<file path="src/rtl/seq_mult_unit.sv">
// rtl/seq_mult_unit.sv - sequential shift-add multiplier with signed/unsigned modes and early termination
module seq_mult_unit #(
    parameter int WIDTH     = 4,
    parameter bit SIGNED_EN = 1'b1
) (
    input  logic                 clk,
    input  logic                 clr_n,
    input  logic                 start,
    input  logic                 signed_mode,
    input  logic [WIDTH-1:0]     a_in,
    input  logic [WIDTH-1:0]     b_in,
    output logic                 busy,
    output logic                 done,
    output logic [2*WIDTH-1:0]   p_out,
    output logic                 zero
);

    typedef enum logic [1:0] {
        IDLE = 2'd0,
        RUN  = 2'd1,
        DONE = 2'd2
    } state_t;

    state_t               state;
    logic [2*WIDTH-1:0]   a_q;
    logic [WIDTH-1:0]     b_q;
    logic [2*WIDTH-1:0]   p_q;
    logic                 sign_q;

    logic                 signed_act;
    logic [WIDTH-1:0]     a_mag;
    logic [WIDTH-1:0]     b_mag;

    // Signed handling only exists when the parameter enables it.
    assign signed_act = SIGNED_EN && signed_mode;

    // Absolute values; the most-negative code maps to 2^(WIDTH-1) as an unsigned value.
    assign a_mag = (signed_act && a_in[WIDTH-1]) ? -a_in : a_in;
    assign b_mag = (signed_act && b_in[WIDTH-1]) ? -b_in : b_in;

    assign zero = (b_q == '0);

    // Controller and datapath; busy/done are registered copies of the state decode, trailing it by one clock.
    always_ff @(posedge clk or negedge clr_n) begin
        if (!clr_n) begin
            state  <= IDLE;
            a_q    <= '0;
            b_q    <= '0;
            p_q    <= '0;
            sign_q <= 1'b0;
            p_out  <= '0;
            busy   <= 1'b0;
            done   <= 1'b0;
        end else begin
            busy <= (state == RUN);
            done <= (state == DONE);
            case (state)
                IDLE: begin
                    if (start) begin
                        a_q    <= {{WIDTH{1'b0}}, a_mag};
                        b_q    <= b_mag;
                        p_q    <= '0;
                        sign_q <= signed_act && (a_in[WIDTH-1] ^ b_in[WIDTH-1]);
                        state  <= RUN;
                    end
                end
                RUN: begin
                    if (b_q != '0) begin
                        if (b_q[0]) begin
                            p_q <= p_q + a_q;
                        end
                        a_q <= a_q << 1;
                        b_q <= b_q >> 1;
                    end else begin
                        p_out <= sign_q ? -p_q : p_q;
                        state <= DONE;
                    end
                end
                DONE: begin
                    state <= IDLE;
                end
                default: begin
                    state <= IDLE;
                end
            endcase
        end
    end

endmodule

</file>
<file path="config.mk">
export PLATFORM = sky130hd
export DESIGN_NAME = seq_mult_unit
export DESIGN_NICKNAME = d
export VERILOG_FILES = /design/src/rtl/seq_mult_unit.sv
export SDC_FILE = /design/constraint.sdc
export NUM_CORES = 1
export LEC_CHECK = 0
export BUFFER_PORTS_ARGS = -buffer_cell sky130_fd_sc_hd__buf_2
export CAP_MARGIN = 20
export CORE_UTILIZATION = 60
export CTS_BUF_LIST = sky130_fd_sc_hd__clkbuf_8
export CTS_CLUSTER_DIAMETER = 50
export DETAILED_ROUTE_END_ITERATION = 8
export PLACE_DENSITY = 0.92
export REMOVE_ABC_BUFFERS = 1
export SLEW_MARGIN = 20
export SYNTH_ARGS = -nofsm -noshare
export SYNTH_HDL_FRONTEND = slang
export SYNTH_SLANG_ARGS = --single-unit
</file>
<file path="constraint.sdc">
create_clock -name clk -period 3.87 [get_ports clk]
set_input_delay 0.1935 -clock clk [delete_from_list [all_inputs] [get_ports clk]]
set_output_delay 0.1935 -clock clk [all_outputs]
set_load 0.005 [all_outputs]
</file>
==> results by group, run 1 <==
Power and ir drop
  • Net Sw Frac: 42.2%
  • Gate power share: 44.6%
  • Power per cell area: 747 mW/mm^2
  • Sequential power share: 39.4%
  • Switching power: 0.000651 W
  • Clk network pwr share: 16.0%
  • Leak: 1.05 nW
  • Int Pwr: 0.000893 W
  • Max VDD drop: 0.000438 V

Floorplan
  • Die Ht: 57.6 um
  • Die Area: 0.00332 sq mm
  • Rows: 19
  • Die X: 57.6 um
  • Initial Util: 65.0%
  • Core area: 0.00285 sq mm
  • IO Count: 23

CTS
  • Latest clock arrival within the worst-skew pair: 0.29 ns
  • Clock buffer depth: 2
  • Clock slew at reported path FFs: 0.07 ns
  • Clock root buffer master: clkbuf_8
  • Cts repair resizes: 0
  • Total CTS buffers: 5
  • Clock sink count: 33
  • TritonCTS clock tree: built
  • CTS H-tree depth: 2

Job
  • Max Cap Viol: 0

STA
  • Fmax: 507 MHz
  • Setup TNS Final: 0 ns
  • Tightest Pin Transition: 0.695 ns
  • Slew HR: 53.7%
  • Final worst-path cycle share: 51.0%
  • Pins over their slew limit: 0
  • RSZ-0062 raised after global routing: no
  • Setup-failing EPs final: 0
  • Min Clock Period, post-route: 1.97 ns
  • Final Hold Viols: 0
  • Clock skew: 0.00911 ns

Layout
  • Area of the multi-input gates: 967 sq um
  • Register area: 826 sq um
  • Final Non-Filler Cells: 257
  • Layout cells sized above 1: 15.9%
  • Nets: 248
  • P&R area growth vs syn: 11.5%
  • ANT cells: 0
  • Fill cells: 220

Yosys
  • Number of flops mapped to enable cells by yosys: 0
  • Cell with the most instances after synthesis: nand2_1
  • Synthesized area: 0.00186 sq mm
  • #FFs+latches synth: 33
  • Ranking of synthesized cells by area: dfrtp_1 45%, nand2_1 7.9%, o21ai_0 7.3%
  • Mapped Avg Cell Area: 9.23 sq um
  • YS warnings: 0
  • Top-area cell type share of the netlist area: 44.5%
  • Synth unique cells: 41
  • Dominant cell type by area after synthesis: dfrtp_1
  • Most common flop cell mapped by yosys: dfrtp_1
  • FFs w/ async S/R, synth: 100%
  • Post-synth top cells: 39 x nand2_1, 33 x dfrtp_1, 27 x o21ai_0
  • Post-Syn Instances: 201
  • Seq/Total Area, Yosys: 44.5%

Placed design
  • Dpl cells: 248
  • Port Buf Inserts: 22
  • Gpl congestion: 0.911
  • Final HPWL DP: 2.60 mm

Critical path
  • Maximum fanout along the worst path: 3
  • Worst EP required: 4.03 ns
  • Crit path DAT: 2.14 ns
  • CP Launch Type: register
  • Worst setup EP type: register
  • WS Path Type: reg2reg
  • Slowest-stage cell, CP: dfrtp_1
  • Critical path cell sequence: ha_1 > fa_1 > a21o_1 > a21o_1 > a21oi_1 > or4b_2 > nand3_1
  • Most used cell, CP: a21o_1
  • Max stage delay on crit path: 0.42 ns
  • Reg2reg setup slack: 1.90 ns

Global route
  • GR Util All Layers: 24.0%
  • Largest net degree at the start of global routing: 34
  • First-pass GRT wire length: 5.89 mm
  • Grt ovf: 0
  • Initial antenna violation count: 0
  • Vias in the first global route: 1,357

Worst hold path
  • Tightest Hold Check Type: in2reg

Route
  • DR DRC count: 3
  • Initial detailed-routing violation count: 38
  • Total Wirelength: 3.44 mm
  • Number of vias per cell: 5.81
  • DR WL/cell: 13.4 um
  • Pre-Repair DR Iteration Count: 6
  • Remaining antenna violation count after routing: 0
  • Vias: 1,494

Outcome
  • Status: complete, but fails checks
  • Failing checks: design-rule violations
## cells by family (layout without fill, tap and decap cells)
group                    count (synthesis)  count (layout)  share of synthesized area [%]
AND/OR/NAND/NOR                         75              75                           20.6
AO/OA/AOI/OAI                           53              53                           16.9
flip-flops                              33              33                           44.5
adder cells (fa/ha/maj)                 11              11                           7.82
buffers and inverters                   15              40                           3.37
XOR/XNOR                                11              11                           5.19
multiplexers                             3               3                           1.62
## final timing paths
check                           end  cells past startpoint  startpoint
hold / removal               b_q[0]                      3     b_in[0]
max in group asynchronous    a_q[1]                      2       clr_n
setup reg to reg             p_q[6]                      7      a_q[0]
min in group asynchronous  state[1]                      2       clr_n
setup / recovery             p_q[6]                      7      a_q[0]
hold reg to reg            p_out[3]                      2    p_out[3]
## sequential cells by signal, summed over array words and instances (netlist names)
| register | cells |
|---|---|
| sign_q | 1 |
| state | 2 |
| p_q | 8 |
| p_out | 8 |
| a_q | 8 |
| b_q | 4 |
| done | 1 |
| busy | 1 |
## final cells by class
class | instances | share of cell area, %
multi-input cells | 153 | 46.8
flip-flops and latches | 33 | 39.9
repair buffers | 23 | 5.81
clock buffers | 5 | 3.33
well taps | 31 | 1.88
inverters | 9 | 1.63
clock inverters | 3 | 0.665
## metrics by stage
step           setup slack [ns]  hold WS [ns]  instance area (sq um)  util (%)  power (W)
6_report                   1.90         0.180                   2070      72.5    0.00154
5_1_grt                    1.74         0.191                   2070      72.5    0.00168
4_1_cts                    1.89         0.183                   2070      72.5    0.00155
3_5_place_dp               1.91         0.281                   1980      69.3    0.00130
3_3_place_gp               1.96         0.272                   1980      69.3    0.00127
2_1_floorplan              2.07        -0.102                   1830         -    0.00110
## power groups by stage
stage / sequential (W) / combinational, W / clock [W]
after global placement: 0.000605 / 0.000661 / 0
after detailed placement: 0.000614 / 0.000690 / 0
after global routing: 0.000629 / 0.000786 / 0.000263
final: 0.000608 / 0.000689 / 0.000247
after floorplan: 0.000588 / 0.000513 / 0
after CTS: 0.000608 / 0.000693 / 0.000246
## critical path: cells and delay by family (launching register included)
family / cells / cell delay [ns]
adder cells (fa/ha/maj): 2 / 0.67
AO/OA/AOI/OAI: 3 / 0.55
flip-flops: 1 / 0.42
AND/OR/NAND/NOR: 2 / 0.21
## what timing repair did
action / in CTS / in global routing
setup endpoints to repair: 0 / 0
buffers inserted: 0 / 0
hold endpoints to repair: 33 / 0
hold buffers: 1 / 0
## cells in the final DEF (no fill, tap or decap), types with 3 or more instances in the layout
master / instances
clkbuf_8: 5
a21o_1: 3
dfrtp_1: 33
nor2b_1: 3
buf_2: 22
o21ai_0: 27
mux2i_1: 3
nand2_1: 39
nand3_1: 6
a22o_1: 3
o31ai_1: 5
nor3b_1: 3
nor2_1: 6
xor2_1: 9
inv_1: 9
or3_1: 4
a21oi_1: 8
ha_1: 10
## layer usage
metal	vias to the layer above	track usage (%)	routed length (um)
met5	-	0	0
met4	0	13.2	82
met3	9	4.91	114
met2	37	41.2	1650
met1	695	28.3	1600
li1	753	-	-
Power figures use the tool's default switching activity.
==> inputs of run 2 (changes only) <==
--- a/config.mk
+++ b/config.mk
@@ -5,6 +5,7 @@
 export SDC_FILE = /design/constraint.sdc
 export NUM_CORES = 1
 export LEC_CHECK = 0
+export ABC_AREA = 1
 export BUFFER_PORTS_ARGS = -buffer_cell sky130_fd_sc_hd__buf_2
 export CAP_MARGIN = 20
 export CORE_UTILIZATION = 60
==> constraint.sdc (replaced) <==
create_clock -name clk -period 1.9 [get_ports clk]
set_input_delay 0.095 -clock clk [delete_from_list [all_inputs] [get_ports clk]]
set_output_delay 0.095 -clock clk [all_outputs]
set_load 0.005 [all_outputs]
==> results by group, run 2 <==
Power and ir drop
  • Max VDD drop: 0.000750 V (+71%)
  • Power Total: 0.00351 W (+130%)
  • Power per cell area: 1630 mW/mm^2 (+120%)
  • Leak: 1.16 nW (+10%)

Floorplan
  • Die Ht: 58.6 um (+1.7%)
  • Initial Util: 63.0% (-2.1 points)
  • Rows: 20 (+1)
  • IO Count: 23 (unchanged)
  • Core area: 0.00305 sq mm (+7.0%)
  • Die Area: 0.00344 sq mm (+3.5%)
  • Die X: 58.6 um (+1.7%)

Global route
  • Vias in the first global route: 1,525 (+12%)
  • Initial antenna violation count: 0 (unchanged)
  • Grt ovf: 0 (unchanged)
  • GR Util All Layers: 26.1% (+2.1 points)
  • Most used routing layer: met2
  • Met3 usage: 5.93% (+1.0 points)
  • M1 GR Usage: 28.7% (+0.42 points)
  • First-pass GRT wire length: 6.44 mm (+9.2%)
  • Largest net degree at the start of global routing: 34 (unchanged)
  • Met2 Use GR: 46.1% (+4.9 points)

Yosys
  • Top-area cell type share of the netlist area: 42.9% (-1.6 points)
  • Synthesized area: 0.00192 sq mm (+3.6%)
  • FFs w/ async S/R, synth: 100% (unchanged)
  • Post-synthesis mux area share: 0% (-1.6 points)
  • Post-synthesis adder-cell area fraction: 7.55% (-0.27 points)
  • Post-synthesis simple-gate area fraction: 26.2% (+5.6 points)
  • Number of flops mapped to enable cells by yosys: 0 (unchanged)
  • Synth unique cells: 28 (-32%)
  • #FFs+latches synth: 33 (unchanged)
  • Post-Syn Instances: 240 (+19%)
  • Main combinational cell family by area after synthesis: simple AND/OR/NAND/NOR gates
  • Synth Area in XOR/XNOR: 1.82% (-3.4 points)
  • Cell with the most instances after synthesis: nand2_1
  • Compound-Gate Fraction of Synth Area: 12.8% (-4.2 points)
  • YS warnings: 0 (unchanged)
  • Mapped Avg Cell Area: 8.01 sq um (-13%)
  • Most common flop cell mapped by yosys: dfrtp_1
  • Dominant cell type by area after synthesis: dfrtp_1
  • Seq/Total Area, Yosys: 42.9% (-1.6 points)
  • Post-synth top cells: 62 x nand2_1, 33 x dfrtp_1, 32 x inv_1
  • Ranking of synthesized cells by area: dfrtp_1 43%, nand2_1 12%, nand3_1 7.0%

CTS
  • Clock buffer depth: 2 (unchanged)
  • Clock sink count: 33 (unchanged)
  • Setup bufs post-CTS: 0 (unchanged)
  • Latest clock arrival within the worst-skew pair: 0.30 ns (about the same)
  • Total CTS buffers: 5 (unchanged)
  • CTS H-tree depth: 2 (unchanged)
  • Clock root buffer master: clkbuf_8
  • Clock slew at reported path FFs: 0.07 ns (about the same)
  • TritonCTS clock tree: built

STA
  • Clock skew: 0.00843 ns (-0.000685 ns)
  • Final Hold Viols: 0 (unchanged)
  • Final worst-path cycle share: 84.0% (+33 points)
  • Tightest Pin Transition: 0.721 ns (+0.0261 ns)
  • Slew HR: 51.9% (-1.7 points)
  • Setup-failing EPs final: 0 (unchanged)
  • Min Clock Period, post-route: 1.60 ns (-0.378 ns)
  • Pins over their slew limit: 0 (unchanged)
  • Setup TNS Final: 0 ns (unchanged)
  • RSZ-0062 raised after global routing: no
  • Fmax: 626 MHz (+24%)

Placed design
  • Final HPWL DP: 2.74 mm (+5.3%)
  • Gpl congestion: 0.862 (-5.3%)
  • Port Buf Inserts: 22 (unchanged)

Outcome
  • Status: finished, final reports clean

Critical path
  • CP Launch Type: register
  • Crit path DAT: 1.79 ns (-0.35 ns)
  • Worst EP required: 2.10 ns (-1.93 ns)
  • Maximum fanout along the worst path: 3 (unchanged)
  • Worst setup EP type: register
  • WS Path Type: reg2reg

Route
  • DR DRC count: 0 (-3)
  • Initial detailed-routing violation count: 82 (+120%)
  • Vias: 1,616 (+8.2%)
  • Total Wirelength: 3.67 mm (+6.5%)
  • Number of vias per cell: 5.18 (-11%)
  • Pre-Repair DR Iteration Count: 4 (-2)
  • DR WL/cell: 11.8 um (-12%)
  • Remaining antenna violation count after routing: 0 (unchanged)

Job
  • Max Cap Viol: 0 (unchanged)

Layout
  • P&R area growth vs syn: 11.8%
  • Nets: 290 (+17%)
  • Layout cells sized above 1: 16.8% (+0.86 points)
  • Largest regs: a_q x8, p_out x8, p_q x8
  • Leading cell types in the layout, fill and taps excluded: 62 x nand2_1, 33 x inv_1, 33 x dfrtp_1
  • ANT cells: 0 (unchanged)
  • Post-layout utilization of the core: 70.4% (-2.1 points)
  • Most common cell after layout, fill and taps aside: nand2_1

Worst hold path
  • Tightest Hold Check Type: in2reg
[run 2: worst paths after layout]
check                      cells after the start  slack, ns  endpoint      from
setup / recovery                               8       0.30    p_q[6]    a_q[0]
hold / removal                                 3       0.09    b_q[3]   b_in[3]
setup reg to reg                               8       0.30    p_q[6]    a_q[0]
hold reg to reg                                2       0.47  p_out[1]  p_out[1]
max in group asynchronous                      2       1.05    a_q[7]     clr_n
min in group asynchronous                      2       0.38  state[0]     clr_n
[run 2: power breakdown]
part / internal, W / total, W / leakage (nW) / switching [W]
clock: 0.000248 / 0.000520 / 0.0491 / 0.000271
combinational: 0.000652 / 0.00177 / 0.688 / 0.00112
sequential: 0.000992 / 0.00122 / 0.424 / 0.000230
total: 0.00189 / 0.00351 / 1.16 / 0.00162
[run 2: per-layer routing]
metal	up-vias	wire, um
li1	841	-
met1	733	1600
met2	35	1820
met3	7	143
met4	0	104
met5	-	0
[run 2: critical path: stages (launching register included)]
cell	delay (ns)
dfrtp_1	0.40
ha_1	0.23
fa_1	0.40
nand3_1	0.09
nand2_1	0.09
nand2_1	0.09
nand3_1	0.06
nand3_1	0.08
nand2_1	0.05
[run 2: cell type report]
| type | instances | area [sq um] |
|---|---|---|
| multi-input cells | 168 | 928 |
| fillers | 253 | 903 |
| flip-flops and latches | 33 | 826 |
| inverters | 36 | 138 |
| repair buffers | 23 | 120 |
| clock buffers | 5 | 68.8 |
| well taps | 44 | 55.1 |
| clock inverters | 3 | 13.8 |
[run 2: timing repair]
action	4_1_cts	5_1_grt
endpoints found under the setup margin	0	0
hold buffers	1	0
endpoints found under the hold margin	33	0
gates resized for setup	0	0
[run 2: through the flow]
stage          cell area (sq um)  std cells  hold slack (ns)  worst slack [ns]
5_1_grt                     2150        312           0.0865             0.200
4_1_cts                     2150        312           0.0799             0.306
3_5_place_dp                2060        303            0.189             0.319
6_report                    2150        312           0.0889             0.303
2_1_floorplan               1890        237           -0.201             0.405
3_3_place_gp                2060        303            0.180             0.358
[run 2: cells by family after synthesis]
logic type / Yosys count
AOI/OAI and AO/OA: 43
xor gates and xnor gates: 4
adders and majority gates: 11
DFF: 33
and+or+nand+nor: 110
buffers and inverters: 39
==> inputs of run 3 (changes only) <==
--- a/config.mk
+++ b/config.mk
@@ -8,11 +8,11 @@
 export ABC_AREA = 1
 export BUFFER_PORTS_ARGS = -buffer_cell sky130_fd_sc_hd__buf_2
 export CAP_MARGIN = 20
-export CORE_UTILIZATION = 60
+export CORE_UTILIZATION = 54
 export CTS_BUF_LIST = sky130_fd_sc_hd__clkbuf_8
 export CTS_CLUSTER_DIAMETER = 50
 export DETAILED_ROUTE_END_ITERATION = 8
-export PLACE_DENSITY = 0.92
+export PLACE_DENSITY = 0.88
 export REMOVE_ABC_BUFFERS = 1
 export SLEW_MARGIN = 20
 export SYNTH_ARGS = -nofsm -noshare
==> constraint.sdc (replaced) <==
create_clock -name clk -period 1.3 [get_ports clk]
set_input_delay 0.065 -clock clk [delete_from_list [all_inputs] [get_ports clk]]
set_output_delay 0.065 -clock clk [all_outputs]
set_load 0.005 [all_outputs]
==> results by group, run 3 (synthesis results as in run 2) <==
Global route
  • GR Util All Layers: 30.1% (+3.9 points)
  • Initial antenna violation count: 0 (unchanged)
  • Largest net degree at the start of global routing: 34 (unchanged)
  • Vias in the first global route: 1,834 (+20%)
  • First-pass GRT wire length: 8.02 mm (+25%)
  • Grt ovf: 0 (unchanged)

Route
  • Initial detailed-routing violation count: 201 (+150%)
  • Number of vias per cell: 5.88 (+13%)
  • DR DRC count: 0 (unchanged)
  • Remaining antenna violation count after routing: 0 (unchanged)
  • Vias: 2,068 (+28%)
  • Total Wirelength: 6.40 mm (+75%)
  • Pre-Repair DR Iteration Count: 5 (+1)
  • DR WL/cell: 18.2 um (+55%)

Critical path
  • CP Buf/Inv Count: 1 (+1)
  • Worst EP required: 1.51 ns (-0.59 ns)
  • Worst setup EP type: register
  • Crit path DAT: 1.90 ns (+0.11 ns)
  • Maximum fanout along the worst path: 2 (-1)
  • Critical path cell sequence: ha_2 > fa_2 > nand3_2 > nand2_2 > buf_4 > xnor2_2 > o21ai_1
  • CP Launch Type: register
  • Max stage delay on crit path: 0.40 ns (about the same)
  • Slowest-stage cell, CP: dfrtp_1
  • Critical path's top delay family: adder cells
  • WS Path Type: reg2reg

Layout
  • Register area: 828 sq um (+0.30%)
  • Final instance area: 0.00277 sq mm (+29%)
  • Most common cell after layout, fill and taps aside: nand2_1
  • Fill cells: 190 (-25%)
  • Nets: 329 (+13%)
  • Layout cells sized above 1: 42.5% (+26 points)
  • Largest regs: a_q x8, p_out x8, p_q x8
  • P&R area growth vs syn: 43.8%
  • Final Non-Filler Cells: 352 (+13%)
  • Area of the multi-input gates: 0.00119 sq mm (+29%)
  • Leading cell types in the layout, fill and taps excluded: 50 x nand2_1, 31 x dfrtp_1, 31 x buf_4
  • ANT cells: 0 (unchanged)

STA
  • Fmax: 591 MHz (-5.6%)
  • Final Hold Viols: 0 (unchanged)
  • Setup-failing EPs final: 20 (+20)
  • Worst Setup Slack, final: -0.391 ns (-0.695 ns)
  • Setup TNS Final: -2.09 ns (-2.09 ns)
  • Min Clock Period, post-route: 1.69 ns (+0.0949 ns)
  • Final worst-path cycle share: 130% (+46 points)
  • Clock skew: 0.00989 ns (+0.00146 ns)
  • Pins over their slew limit: 0 (unchanged)
  • RSZ-0062 raised after global routing: yes
  • Slew HR: 69.1% (+17 points)
  • Tightest Pin Transition: 0.463 ns (-0.258 ns)

CTS
  • Clock buffer depth: 2 (unchanged)
  • TritonCTS clock tree: built
  • Clock sink count: 33 (unchanged)
  • CTS H-tree depth: 2 (unchanged)
  • Clock root buffer master: clkbuf_8
  • Clock slew at reported path FFs: 0.07 ns (about the same)
  • Latest clock arrival within the worst-skew pair: 0.29 ns (about the same)
  • Total CTS buffers: 5 (unchanged)

Placed design
  • Worst slack, placed: -0.257 ns (-0.575 ns)
  • Gpl congestion: 0.860 (-0.31%)
  • Dpl cells: 329 (+8.6%)
  • Final HPWL DP: 3.32 mm (+21%)
  • Port Buf Inserts: 22 (unchanged)
  • Placed instance area: 0.00225 sq mm (+9.5%)

Outcome
  • Failing checks: negative setup slack
  • Status: complete, but fails checks

Floorplan
  • Die X: 61.7 um (+5.2%)
  • Core area: 0.00336 sq mm (+10%)
  • Die Area: 0.00380 sq mm (+11%)
  • IO Count: 23 (unchanged)
  • Rows: 21 (+5.0%)
  • Die Ht: 61.7 um (+5.2%)
  • Initial Util: 57.2% (-5.8 points)

Power and ir drop
  • Max VDD drop: 0.00169 V (+130%)
  • Leak: 1.40 nW (+20%)
  • Power per cell area: 2770 mW/mm^2 (+69%)

Job
  • Max Cap Viol: 0 (unchanged)

Worst hold path
  • Tightest Hold Check Type: in2reg
-- run 3: final cells by class --
class	count	area share, %
multi-input combinational	169	43.2
sequential	33	30.0
timing repair buffer	61	16.1
inverter	36	5.57
clock buffer	6	2.99
tap	46	2.08
clock inverter	1	0.136
-- run 3: layer usage --
metal | share of wire [%] | track usage, %
met1 | 36 | 32.2
met2 | 51 | 54.7
met3 | 6.8 | 7.35
met4 | 5.7 | 14.9
met5 | 0 | 0
-- run 3: timing repair --
item / in CTS / in global routing
gates resized for setup: 26 / 51
hold buffers: 1 / 0
setup buffers: 1 / 14
endpoints found under the setup margin: 11 / 26
gates cloned: 0 / 1
endpoints found under the hold margin: 33 / 0
pin swaps: 4 / 15
-- run 3: metrics by stage --
stage | hold WS, ns | total power (W) | utilization (%)
4_1_cts | 0.0590 | 0.00619 | 74.0
5_1_grt | 0.0427 | 0.00811 | 82.2
2_1_floorplan | -0.231 | 0.00372 | -
6_report | 0.0456 | 0.00765 | 82.2
3_3_place_gp | 0.106 | 0.00477 | 67.0
3_5_place_dp | 0.112 | 0.00501 | 67.0
-- run 3: worst paths after layout --
check / start / to / slack [ns] / depth (start not counted)
max: a_q[0] / p_q[4] / -0.39 / 7
min: b_in[3] / b_q[3] / 0.05 / 3
max reg2reg: a_q[0] / p_q[4] / -0.39 / 7
min reg2reg: p_out[3] / p_out[3] / 0.49 / 2
max in group asynchronous: clr_n / state[0] / 0.62 / 3
min in group asynchronous: clr_n / p_out[3] / 0.34 / 3
-- run 3: report_power, final --
group | internal [W] | total [W] | switching [W] | leakage (nW)
Sequential | 0.00146 | 0.00190 | 0.000446 | 0.422
Clock | 0.000412 | 0.000798 | 0.000385 | 0.0485
Combinational | 0.00220 | 0.00495 | 0.00276 | 0.928
Total | 0.00406 | 0.00765 | 0.00359 | 1.40
-- run 3: worst reg2reg max path, cell delays in order (launching register included) --
cell	delay [ns]
dfrtp_1	0.40
ha_2	0.21
fa_2	0.39
nand3_2	0.11
nand2_2	0.07
buf_4	0.15
xnor2_2	0.12
o21ai_1	0.17
